==> config.mk <==
export PLATFORM = sky130hd
export DESIGN_NAME = ahb_gpio_multi
export DESIGN_NICKNAME = d
export VERILOG_FILES = /design/src/rtl/ahb_gpio_pkg.sv /design/src/rtl/ahb_gpio_port.sv /design/src/rtl/ahb_gpio_multi.sv
export SDC_FILE = /design/constraint.sdc
export NUM_CORES = 1
export LEC_CHECK = 0
export ABC_CLOCK_PERIOD_IN_PS = 2630
export CAP_MARGIN = 15
export CORE_MARGIN = 4
export CORE_UTILIZATION = 50
export DETAILED_ROUTE_END_ITERATION = 8
export GPL_TIMING_DRIVEN = 0
export PLACE_DENSITY_LB_ADDON = 0.05
export REMOVE_ABC_BUFFERS = 1
export SLEW_MARGIN = 30
export SYNTH_ARGS = -nofsm -noshare
export SYNTH_HDL_FRONTEND = slang
export SYNTH_HIERARCHICAL = 1
export SYNTH_SLANG_ARGS = --single-unit
==> constraint.sdc <==
create_clock -name clk -period 2.63 [get_ports clk]
set_clock_uncertainty 0.2 [all_clocks]
set_input_delay 0.3945 -clock clk [delete_from_list [all_inputs] [get_ports clk]]
set_output_delay 0.3945 -clock clk [all_outputs]
set_load 0.05 [all_outputs]
==> src/rtl/ahb_gpio_pkg.sv <==
// ahb_gpio_pkg: shared AHB encodings, register map and FSM states for the GPIO block.
package ahb_gpio_pkg;
  localparam logic [1:0] TRANS_IDLE   = 2'd0;
  localparam logic [1:0] TRANS_BUSY   = 2'd1;
  localparam logic [1:0] TRANS_NONSEQ = 2'd2;
  localparam logic [1:0] TRANS_SEQ    = 2'd3;
  localparam logic [2:0] REG_DATA_OUT   = 3'd0;
  localparam logic [2:0] REG_DIR        = 3'd1;
  localparam logic [2:0] REG_DATA_IN    = 3'd2;
  localparam logic [2:0] REG_INT_EN     = 3'd3;
  localparam logic [2:0] REG_INT_POL    = 3'd4;
  localparam logic [2:0] REG_INT_STATUS = 3'd5;
  localparam logic [2:0] SIZE_WORD      = 3'b010;
  typedef enum logic [2:0] {ST_IDLE, ST_WAIT, ST_ACCESS, ST_ERR1, ST_ERR2} state_t;
endpackage

==> src/rtl/ahb_gpio_port.sv <==
// ahb_gpio_port: one GPIO port with data/direction registers, input synchroniser and edge interrupts.
module ahb_gpio_port import ahb_gpio_pkg::*; #(
  parameter int W = 16
) (
  input  logic         clk,
  input  logic         reset,
  input  logic         we,
  input  logic [2:0]   rsel,
  input  logic [W-1:0] wdata,
  input  logic [W-1:0] pin,
  output logic [W-1:0] rdata,
  output logic [W-1:0] dout,
  output logic [W-1:0] dir,
  output logic         pend
);
  logic [W-1:0] dout_q, dout_d, dir_q, dir_d, en_q, en_d, pol_q, pol_d, sts_q, sts_d;
  logic [W-1:0] sync1_q, sync1_d, sync2_q, sync2_d, prev_q, prev_d;
  always_comb begin
    dout_d  = we && rsel == REG_DATA_OUT ? wdata : dout_q;
    dir_d   = we && rsel == REG_DIR      ? wdata : dir_q;
    en_d    = we && rsel == REG_INT_EN   ? wdata : en_q;
    pol_d   = we && rsel == REG_INT_POL  ? wdata : pol_q;
    // a fresh edge is ORed in after the clear so it is never lost to a W1C
    sts_d   = (sts_q & ~(we && rsel == REG_INT_STATUS ? wdata : '0))
            | (pol_q & sync2_q & ~prev_q) | (~pol_q & ~sync2_q & prev_q);
    sync1_d = pin;
    sync2_d = sync1_q;
    prev_d  = sync2_q;
  end
  always_ff @(posedge clk) begin
    if (reset) begin
      dout_q  <= '0;
      dir_q   <= '0;
      en_q    <= '0;
      pol_q   <= '0;
      sts_q   <= '0;
      sync1_q <= '0;
      sync2_q <= '0;
      prev_q  <= '0;
    end else begin
      dout_q  <= dout_d;
      dir_q   <= dir_d;
      en_q    <= en_d;
      pol_q   <= pol_d;
      sts_q   <= sts_d;
      sync1_q <= sync1_d;
      sync2_q <= sync2_d;
      prev_q  <= prev_d;
    end
  end
  assign rdata = rsel == REG_DATA_OUT   ? dout_q  :
                 rsel == REG_DIR        ? dir_q   :
                 rsel == REG_DATA_IN    ? sync2_q :
                 rsel == REG_INT_EN     ? en_q    :
                 rsel == REG_INT_POL    ? pol_q   :
                 rsel == REG_INT_STATUS ? sts_q   : '0;
  assign dout = dout_q;
  assign dir  = dir_q;
  assign pend = |(sts_q & en_q);
endmodule

==> src/rtl/ahb_gpio_multi.sv <==
// ahb_gpio_multi: AHB slave exposing NUM_PORTS GPIO ports with wait states, error responses and a shared irq.
module ahb_gpio_multi import ahb_gpio_pkg::*; #(
  parameter int NUM_PORTS   = 2,
  parameter int PORT_WIDTH  = 16,
  parameter int WAIT_STATES = 0
) (
  input  logic                             clk,
  input  logic                             reset,
  input  logic                             sel,
  input  logic [31:0]                      addr,
  input  logic [1:0]                       trans,
  input  logic                             write,
  input  logic [2:0]                       size,
  input  logic [31:0]                      wdata,
  input  logic                             ready,
  output logic                             readyout,
  output logic                             resp,
  output logic [31:0]                      rdata,
  input  logic [NUM_PORTS*PORT_WIDTH-1:0]  gpio_in,
  output logic [NUM_PORTS*PORT_WIDTH-1:0]  gpio_out,
  output logic [NUM_PORTS*PORT_WIDTH-1:0]  gpio_oe,
  output logic                             irq
);
  state_t state_q, state_d;
  logic [1:0] cnt_q, cnt_d;
  logic [2:0] port_q, port_d, reg_q, reg_d;
  logic write_q, write_d, irq_q, irq_d;
  logic accept, bad, commit;
  logic [NUM_PORTS-1:0] pend;
  logic [PORT_WIDTH-1:0] prd [NUM_PORTS];
  logic [PORT_WIDTH-1:0] sel_rd;
  logic unused_bits;
  assign unused_bits = ^{addr[31:8], addr[1:0], wdata, trans[0]};
  assign accept = sel && ready && (trans == TRANS_NONSEQ || trans == TRANS_SEQ)
                && (state_q == ST_IDLE || state_q == ST_ACCESS || state_q == ST_ERR2);
  assign bad = int'(addr[7:5]) >= NUM_PORTS || addr[4:2] > REG_INT_STATUS || size != SIZE_WORD;
  assign commit = state_q == ST_ACCESS && write_q;
  always_comb begin
    state_d = state_q;
    cnt_d   = cnt_q;
    port_d  = port_q;
    reg_d   = reg_q;
    write_d = write_q;
    case (state_q)
      ST_WAIT: begin
        cnt_d   = cnt_q <= 2'd1 ? 2'd0 : cnt_q - 2'd1;
        state_d = cnt_q <= 2'd1 ? ST_ACCESS : ST_WAIT;
      end
      ST_ERR1: state_d = ST_ERR2;
      default: state_d = ST_IDLE;
    endcase
    if (accept) begin
      port_d  = addr[7:5];
      reg_d   = addr[4:2];
      write_d = write;
      state_d = bad ? ST_ERR1 : WAIT_STATES > 0 ? ST_WAIT : ST_ACCESS;
      cnt_d   = bad ? 2'd0 : 2'(WAIT_STATES);
    end
    irq_d = |pend;
  end
  always_ff @(posedge clk) begin
    if (reset) begin
      state_q <= ST_IDLE;
      cnt_q   <= '0;
      port_q  <= '0;
      reg_q   <= '0;
      write_q <= 1'b0;
      irq_q   <= 1'b0;
    end else begin
      state_q <= state_d;
      cnt_q   <= cnt_d;
      port_q  <= port_d;
      reg_q   <= reg_d;
      write_q <= write_d;
      irq_q   <= irq_d;
    end
  end
  for (genvar p = 0; p < NUM_PORTS; p++) begin : g_port
    ahb_gpio_port #(.W(PORT_WIDTH)) u_port (
      .clk   (clk),
      .reset (reset),
      .we    (commit && port_q == 3'(p)),
      .rsel  (reg_q),
      .wdata (wdata[PORT_WIDTH-1:0]),
      .pin   (gpio_in[p*PORT_WIDTH +: PORT_WIDTH]),
      .rdata (prd[p]),
      .dout  (gpio_out[p*PORT_WIDTH +: PORT_WIDTH]),
      .dir   (gpio_oe[p*PORT_WIDTH +: PORT_WIDTH]),
      .pend  (pend[p])
    );
  end
  always_comb begin
    sel_rd = '0;
    for (int i = 0; i < NUM_PORTS; i++) sel_rd = port_q == 3'(i) ? prd[i] : sel_rd;
  end
  assign readyout = !(state_q == ST_WAIT || state_q == ST_ERR1);
  assign resp     = state_q == ST_ERR1 || state_q == ST_ERR2;
  assign rdata    = state_q == ST_ACCESS && !write_q ? 32'(sel_rd) : '0;
  assign irq      = irq_q;
endmodule

; ---- Word-level counts from Yosys, hierarchy flattened
; Index checks and enable logic that the tools add are counted.
[classes]
bitwise = 24
magnitude_cmp = 3
addsub = 1
n_mux = 22
n_eq_ne = 13
reduce_logical = 31
[ops]
columns = operator, count
row1 = $mux W16, 17
row2 = $and A16 B16 Y16, 12
row3 = $not A16 Y16, 8
row4 = $or A16 B16 Y16, 4
row5 = $reduce_or A32 Y1, 1
row6 = $logic_and A1 B1 Y1, 17
row7 = $eq A3 B2 Y1 const B, 4
row8 = $eq A3 B1 Y1 const B, 3
row9 = $eq A3 B3 Y1 const B, 3
row10 = $logic_not A3 Y1, 3
row11 = $logic_or A1 B1 Y1, 7
row12 = $pmux W3 S2, 1
row13 = $eq A2 B2 Y1 const B, 2
row14 = $mux W2, 2
row15 = $ge A3 B2 Y1 const B, 1
row16 = $gt A3 B3 Y1 const B, 1
row17 = $mux W3, 1
row18 = $ne A3 B2 Y1 const B, 1
row19 = $le A2 B1 Y1 const B, 1
row20 = $logic_not A1 Y1, 2
row21 = $reduce_or A2 Y1, 1
row22 = $sub A2 B1 Y2 const B, 1
row23 = $mux W1, 1
[word_totals]
output_inout_bits = 99
register_bits = 269
wordCells = 116

; ---- Depth between registers and ports, before layout
; Gate-level depths: netlist (run 1).
[logic_depth]
word_depth = 10
depth_mapped = 8
ltp_nobuf = 5

; ---- By module
; The synthesis (run 1) kept the hierarchy.
[modules_own_cells]
columns = module, cells_per_inst, area_per_inst_um2, n_inst, seq_area_each_um2
row1 = ahb_gpio_port, 608, 5288.8, 2, 2562.5
row2 = ahb_gpio_multi, 120, 1064.8, 1, 260.2

; ---- Worst setup path before layout (run 1)
; No wires, ideal clock.
[synth_timing]
path_type = register -> output
from = register reg_q[2]
to = output port rdata[10]
path_slack_ns = 0.004
stages_incl_launch_ff = 8
t_arrival_ns = 2.032
path_buffers = 3
cell_sequence = dfxtp_1 > buf_6 > or2_2 > clkbuf_1 > buf_2 > o221ai_1 > a22oi_1 > nor2_1
[synth_rtl]
columns = item, line
row1 = "start, declared", ahb_gpio_multi.sv:26  ; logic [2:0] port_q, port_d, reg_q, reg_d;
row2 = "start signal, assigned", ahb_gpio_multi.sv:73  ; reg_q <= reg_d;
row3 = "end, declared", ahb_gpio_multi.sv:18  ; output logic [31:0] rdata,

==> flow_summary_export.csv, run 1 <==
group,metric,value,unit
final_layout,nets,1623,
global_route,overflow,0,
synthesis,ys_ff_latch,269,
worst_setup_path,crit_required,2040,ps
die,initial_utilization,51.1,%
sta,maxSlewViolCount,0,
final_layout,finalNonFillerCells,1852,
synthesis,yosys_most_used_dff,"dfxtp_1",
final_layout,drive_gt1_share,19.4,%
synthesis,synth_area,11600,um^2
outcome,status,"finished, violations left",
synthesis,synth.area.top_cells,"dfxtp_1 (46%), nand2_1 (9.6%), a21oi_1 (8.4%), mux2i_1 (6.0%), nor2b_1 (5.3%)",
synthesis,synth_commonest_cells,"nand2_1 (297), dfxtp_1 (269), a21oi_1 (195)",
synthesis,ys_seq_area_share,46.3,%
worst_hold_path,hold_path_end,"g_port[0].u_port/sync1_q[3]$_SDFF_PP0_",
global_route,antenna_found_initial,0,
die,ios,205,
global_route,grtUsageMet1,34.0,%
worst_setup_path,cp-start-kind,"flop",
global_route,grt_max_degree,112,
synthesis,yosysMostFrequentCell,"nand2_1",
placed_design,gp_congestion,0.817,
global_route,grt_usage,25.3,%
die,rows,55,
worst_setup_path,end_kind,"primary output",
sta,fmax,339,MHz
synthesis,ys_warn_count,6,
outcome,violations,"negative setup slack",
worst_setup_path,slowest_delay,440,ps
worst_setup_path,crit_top_cell,"buf_6",
final_layout,fillers,1824,
final_layout,multi_input_area,6230,um^2
worst_setup_path,crit_chain,"buf_12 > buf_8 > buf_6 > mux2_4 > nand2_4 > o221ai_4 > a22oi_2 > nor2_2 > buf_6",
worst_setup_path,r2r-start,"state_q[1]$_SDFF_PP0_",
routing,wl_per_cell,19.4,um
clock_tree,cts_tree,"done",
sta,min_period_over_period,112,%
placed_design,dp.cells,1711,
global_route,grt_pass1_wl,52.9,mm
clock_tree,root_buffer,"clkbuf_16",
job,max_cap_violations,0,
clock_tree,numCtsBuffers,29,
clock_tree,insertion_delay,540,ps
sta,rsz0062_at_grt,"true",
worst_setup_path,crit_path_max_fanout,5,
placed_design,hpwl,20.3,mm
die,fp.coreArea,22800,um^2
synthesis,synth_top_area_share,46.3,%
worst_setup_path,rr_endpoint,"g_port[0].u_port/dout[5]$_SDFFE_PP0P_",
power,power.leakage,5.49,nW
worst_hold_path,hold_path_depth,2,
sta,worst_pin_slew,622,ps
worst_setup_path,ff2ff_setup_slack,110,ps
routing,drt_iter0_markers,815,
placed_design,port_buffers,145,
final_layout,diodes,0,
worst_hold_path,hold_start,"gpio_in[3]",
die,die-width,161,um
final_layout,final_util,68.6,%
synthesis,synth_area_leader_cell,"dfxtp_1",
global_route,busiest_layer,"met2",
sta,period_needed,2950,ps
routing,wl,36.0,mm
sta,holdWs,197,ps
sta,hold_viol,0,
worst_setup_path,crit_buf_inv,4,
worst_setup_path,r2r_cells,5,
die,die_y,161,um
synthesis,syn_inst,1336,
clock_tree,clk_pin_slew,60,ps
routing,drtPass1Iterations,6,
synthesis,ys_types,47,
routing,postRouteAntennaNets,0,
global_route,grt_pass1_vias,9582,
routing,via_per_inst,5.55,
sta,setup_viol,16,
worst_hold_path,min_path_type,"primary input to flop",
routing,vias,10300,
power,p_per_area,565,nW/um^2
worst_setup_path,cp.arrival,2360,ps
global_route,groute.layer.met3.usage,4.46,%
die,dieArea,25800,um^2
worst_setup_path,slowest_stage,"dfxtp_4",
synthesis,avgSynthCellArea,8.71,um^2
power,total_power,8.84,mW
routing,drc,0,
clock_tree,cts_sinks,269,
worst_setup_path,cp_top_family,"buffers and inverters",
final_layout,area_growth,34.3,%
clock_tree,cts.path.max_buffers,3,
sta,layout_setup_ws,-321,ps
synthesis,async_reset_ff_share,0,%
worst_setup_path,critPathKind,"flop to primary output",
sta,slew_headroom,58.5,%
global_route,gr-usage-met2,41.3,%
synthesis,synth_edf_count,0,
power,irDropWorstVdd,411,uV
clock_tree,htree_levels,1,
final_layout,seq_area,5400,um^2
worst reg2reg max path: stages (launching register included):
cell	delay, ps
dfxtp_1	540
nor3b_4	360
and3_2	400
or4b_4	680
nand2_1	140
a21oi_1	70
where the power goes:
group          switching [mW]  internal (mW)  total [mW]
Clock                    1.63           2.32        3.96
Sequential             0.0612           4.16        4.22
Combinational           0.369          0.298       0.666
Total                    2.06           6.78        8.84
stage by stage:
stage / instance area, um^2 / TNS [ps] / setup WS (ps)
floorplan: 11100 / -207810 / -2020
global placement: 12900 / -1651000 / -8390
detailed placement: 13100 / -62290 / -1330
CTS: 14800 / -3770 / -354
global route: 15600 / -3880 / -316
finish: 15600 / -3050 / -321
layout make-up:
class                      instances  share of cell area [%]
tap                              313                    2.51
clock buffer                      46                    5.50
sequential                       269                    34.5
multi-input combinational        943                    39.8
clock inverter                     7                   0.408
timing repair buffer             239                    16.4
inverter                          35                   0.840
cell usage in the layout, fill, tap and decap left out, types with 13 or more instances in the layout:
| cell type | count |
|---|---|
| a21oi_1 | 195 |
| a22oi_2 | 13 |
| and3b_1 | 32 |
| buf_4 | 58 |
| buf_6 | 29 |
| clkbuf_16 | 33 |
| clkdlybuf4s50_1 | 126 |
| conb_1 | 16 |
| dfxtp_1 | 266 |
| inv_1 | 35 |
| mux2_2 | 22 |
| mux2i_1 | 57 |
| nand2_1 | 285 |
| nor2_1 | 39 |
| nor2_2 | 13 |
| nor2b_1 | 97 |
| o21ai_0 | 33 |
| o221ai_2 | 17 |
worst max-delay path by stage:
| stage | slack (ps) | startpoint | end | cells past startpoint |
|---|---|---|---|---|
| 2_1_floorplan | -2020 | reg_q[1]$_SDFFE_PP0P_ | rdata[15] | 5 |
| 3_3_place_gp | -8390 | reset | state_q[0]$_SDFF_PP0_ | 3 |
| 3_5_place_dp | -1330 | reg_q[2]$_SDFFE_PP0P_ | rdata[12] | 6 |
| 4_1_cts | -350 | reg_q[0]$_SDFFE_PP0P_ | rdata[5] | 10 |
| 5_1_grt | -320 | reg_q[0]$_SDFFE_PP0P_ | rdata[5] | 9 |
| 6_report | -320 | reg_q[0]$_SDFFE_PP0P_ | rdata[5] | 9 |
state kept, by name, summed over array words and instances (netlist names):
register / flops
g_port.u_port/pol_q: 32
g_port.u_port/sync1_q: 32
write_q: 1
irq: 1
g_port.u_port/dout: 32
g_port.u_port/prev_q: 32
g_port.u_port/prev_d: 32
state_q: 3
g_port.u_port/sts_q: 32
port_q: 3
reg_q: 3
g_port.u_port/dir: 32
g_port.u_port/en_q: 32
cnt_q: 2
cells by family after synthesis:
family | share of synthesized area, %
other | 0.0322
AND/OR/NAND/NOR | 22.9
AO/OA/AOI/OAI | 15.3
buffers and inverters | 6.41
multiplexers | 9.11
flip-flops | 46.3
layer usage:
metal  share of wire, %  up-vias
met5                  0        -
met3                7.3       85
met2                 47      410
li1                   -     4872
met4                3.3        0
met1                 43     4910
repair_timing:
action,4_1_cts,5_1_grt
pin swaps,17,28
gates resized for setup,180,87
setup endpoints to repair,178,60
hold endpoints to repair,1,0
setup buffers,44,37
hold buffers,1,0
cloned,4,4
No activity file was read; power rests on OpenSTA's default activity.
==> run 2, diff against run 1 <==
CORE_ASPECT_RATIO = 0.9   (was unset)
==> flow_summary_export.csv, run 2 (synthesis gave the netlist of run 1 again) <==
group,metric,value,unit
outcome,status,"finished, violations left",
outcome,violations,"negative setup slack",
global_route,grt_usage,25.6,%
global_route,grt_max_degree,103,
power,power.leakage,5.41,nW
power,p_per_area,581,nW/um^2
placed_design,place_area,13100,um^2
sta,slew_headroom,53.4,%
final_layout,nets,1593,
routing,wl,35.0,mm
placed_design,port_buffers,145,
power,irDropWorstVdd,410,uV
final_layout,layout_common_cells,"nand2_1 (287), dfxtp_1 (266), a21oi_1 (195)",
worst_setup_path,cp-start-kind,"flop",
job,max_cap_violations,0,
die,rows,52,
worst_setup_path,cp.arrival,2300,ps
sta,hold_viol,0,
routing,drc,0,
sta,min_period_over_period,110,%
worst_hold_path,hold_path_end,"g_port[0].u_port/prev_d[3]$_SDFF_PP0_",
worst_setup_path,r2r-start,"state_q[1]$_SDFF_PP0_",
sta,fmax,346,MHz
final_layout,area_growth,33.4,%
final_layout,final_common_cell,"nand2_1",
routing,postRouteAntennaNets,0,
die,dieArea,25800,um^2
sta,worst_pin_slew,699,ps
worst_setup_path,rr_endpoint,"g_port[0].u_port/dout[1]$_SDFFE_PP0P_",
clock_tree,insertion_delay,530,ps
worst_setup_path,crit_buf_inv,2,
routing,drt_iter0_markers,794,
placed_design,post-place-ws,-1040,ps
sta,setup_viol,16,
worst_setup_path,crit_chain,"buf_16 > nand2b_4 > o221ai_1 > a22oi_2 > nor2_2 > buf_6",
global_route,grt_pass1_wl,53.2,mm
final_layout,fillers,1807,
worst_setup_path,cp_top_family,"compound AO/OA/AOI/OAI gates",
worst_setup_path,ff2ff_setup_slack,110,ps
sta,rsz0062_at_grt,"true",
sta,maxSlewViolCount,0,
global_route,antenna_found_initial,0,
die,fp.coreArea,22700,um^2
die,initial_utilization,51.3,%
worst_setup_path,startpoint,"reg_q[0]$_SDFFE_PP0P_",
global_route,grt_pass1_vias,9413,
die,ios,205,
worst_hold_path,min_path_type,"primary input to flop",
worst_hold_path,hold_path_depth,2,
clock_tree,cts_sinks,269,
routing,drtPass1Iterations,6,
worst_setup_path,r2r_cells,5,
final_layout,postLayoutCellArea,15500,um^2
clock_tree,cts.path.max_buffers,3,
worst_setup_path,critPathKind,"flop to primary output",
clock_tree,numCtsBuffers,28,
die,die-width,169,um
worst_setup_path,crit_required,2040,ps
worst_hold_path,hold_start,"reset",
clock_tree,htree_levels,1,
final_layout,diodes,0,
worst_setup_path,crit_path_max_fanout,15,
global_route,overflow,0,
die,die_y,153,um
clock_tree,cts_tree,"done",
routing,vias,10000,
worst_setup_path,slowest_delay,450,ps
routing,wl_per_cell,19.4,um
sta,layout_setup_ws,-264,ps
power,total_power,9.02,mW
worst_setup_path,end_kind,"primary output",
clock_tree,clk_pin_slew,60,ps
placed_design,gp_congestion,0.822,
clock_tree,cts_hold_buf,0,
clock_tree,root_buffer,"clkbuf_16",
sta,period_needed,2890,ps
final_layout,drive_gt1_share,18.1,%
routing,via_per_inst,5.56,
placed_design,hpwl,20.4,mm
worst_setup_path,slowest_stage,"dfxtp_4",
==> run 2: where the power goes <==
part / switching, mW / internal, mW / leakage [nW] / total (mW)
combinational: 0.363 / 0.294 / 2.74 / 0.657
clock: 1.60 / 2.54 / 0.482 / 4.15
sequential: 0.0594 / 4.16 / 2.19 / 4.21
==> run 2: layout make-up <==
class | count | area [um^2] | share of cell area [%]
Clock buffer | 43 | 868 | 5.59
Clock inverter | 6 | 105 | 0.677
Inverter | 35 | 131 | 0.846
Multi-Input combinational cell | 942 | 6230 | 40.1
Sequential cell | 269 | 5400 | 34.8
Tap cell | 297 | 372 | 2.39
Timing Repair Buffer | 211 | 2420 | 15.6
==> run 2: metal layers <==
layer / wire [um] / vias up / share of wire [%] / GRT usage, %
met3: 2730 / 61 / 7.8 / 3.84
met2: 16100 / 417 / 46 / 40.6
li1: - / 4822 / - / -
met4: 947 / 0 / 2.7 / 7.38
met5: 0 / - / 0 / 0
met1: 15200 / 4724 / 44 / 36.5
==> run 2: through the flow <==
stage               std cells  hold slack (ps)  TNS (ps)  utilization (%)
CTS                      1791              122     -3310             66.0
detailed placement       1697              222    -62370             57.7
floorplan                1246              214   -207810                -
global route             1803              140     -3850             68.4
finish                   1803             99.4     -2970             68.4
global placement         1688              217  -1630810             56.8
==> run 2: worst max path at each step <==
| stage | slack, ps | cells past startpoint | end |
|---|---|---|---|
| after floorplan | -2020 | 5 | rdata[15] |
| after global placement | -8280 | 3 | state_q[0]$_SDFF_PP0_ |
| after detailed placement | -1040 | 6 | rdata[8] |
| after CTS | -290 | 8 | rdata[8] |
| after global routing | -280 | 8 | rdata[8] |
| final | -260 | 6 | rdata[8] |
==> run 2: timing repair <==
action | CTS | global route
pin swaps | 19 | 32
gates resized for setup | 176 | 83
buffers inserted | 38 | 12
gates cloned | 7 | 1
endpoints found under the setup margin | 178 | 92
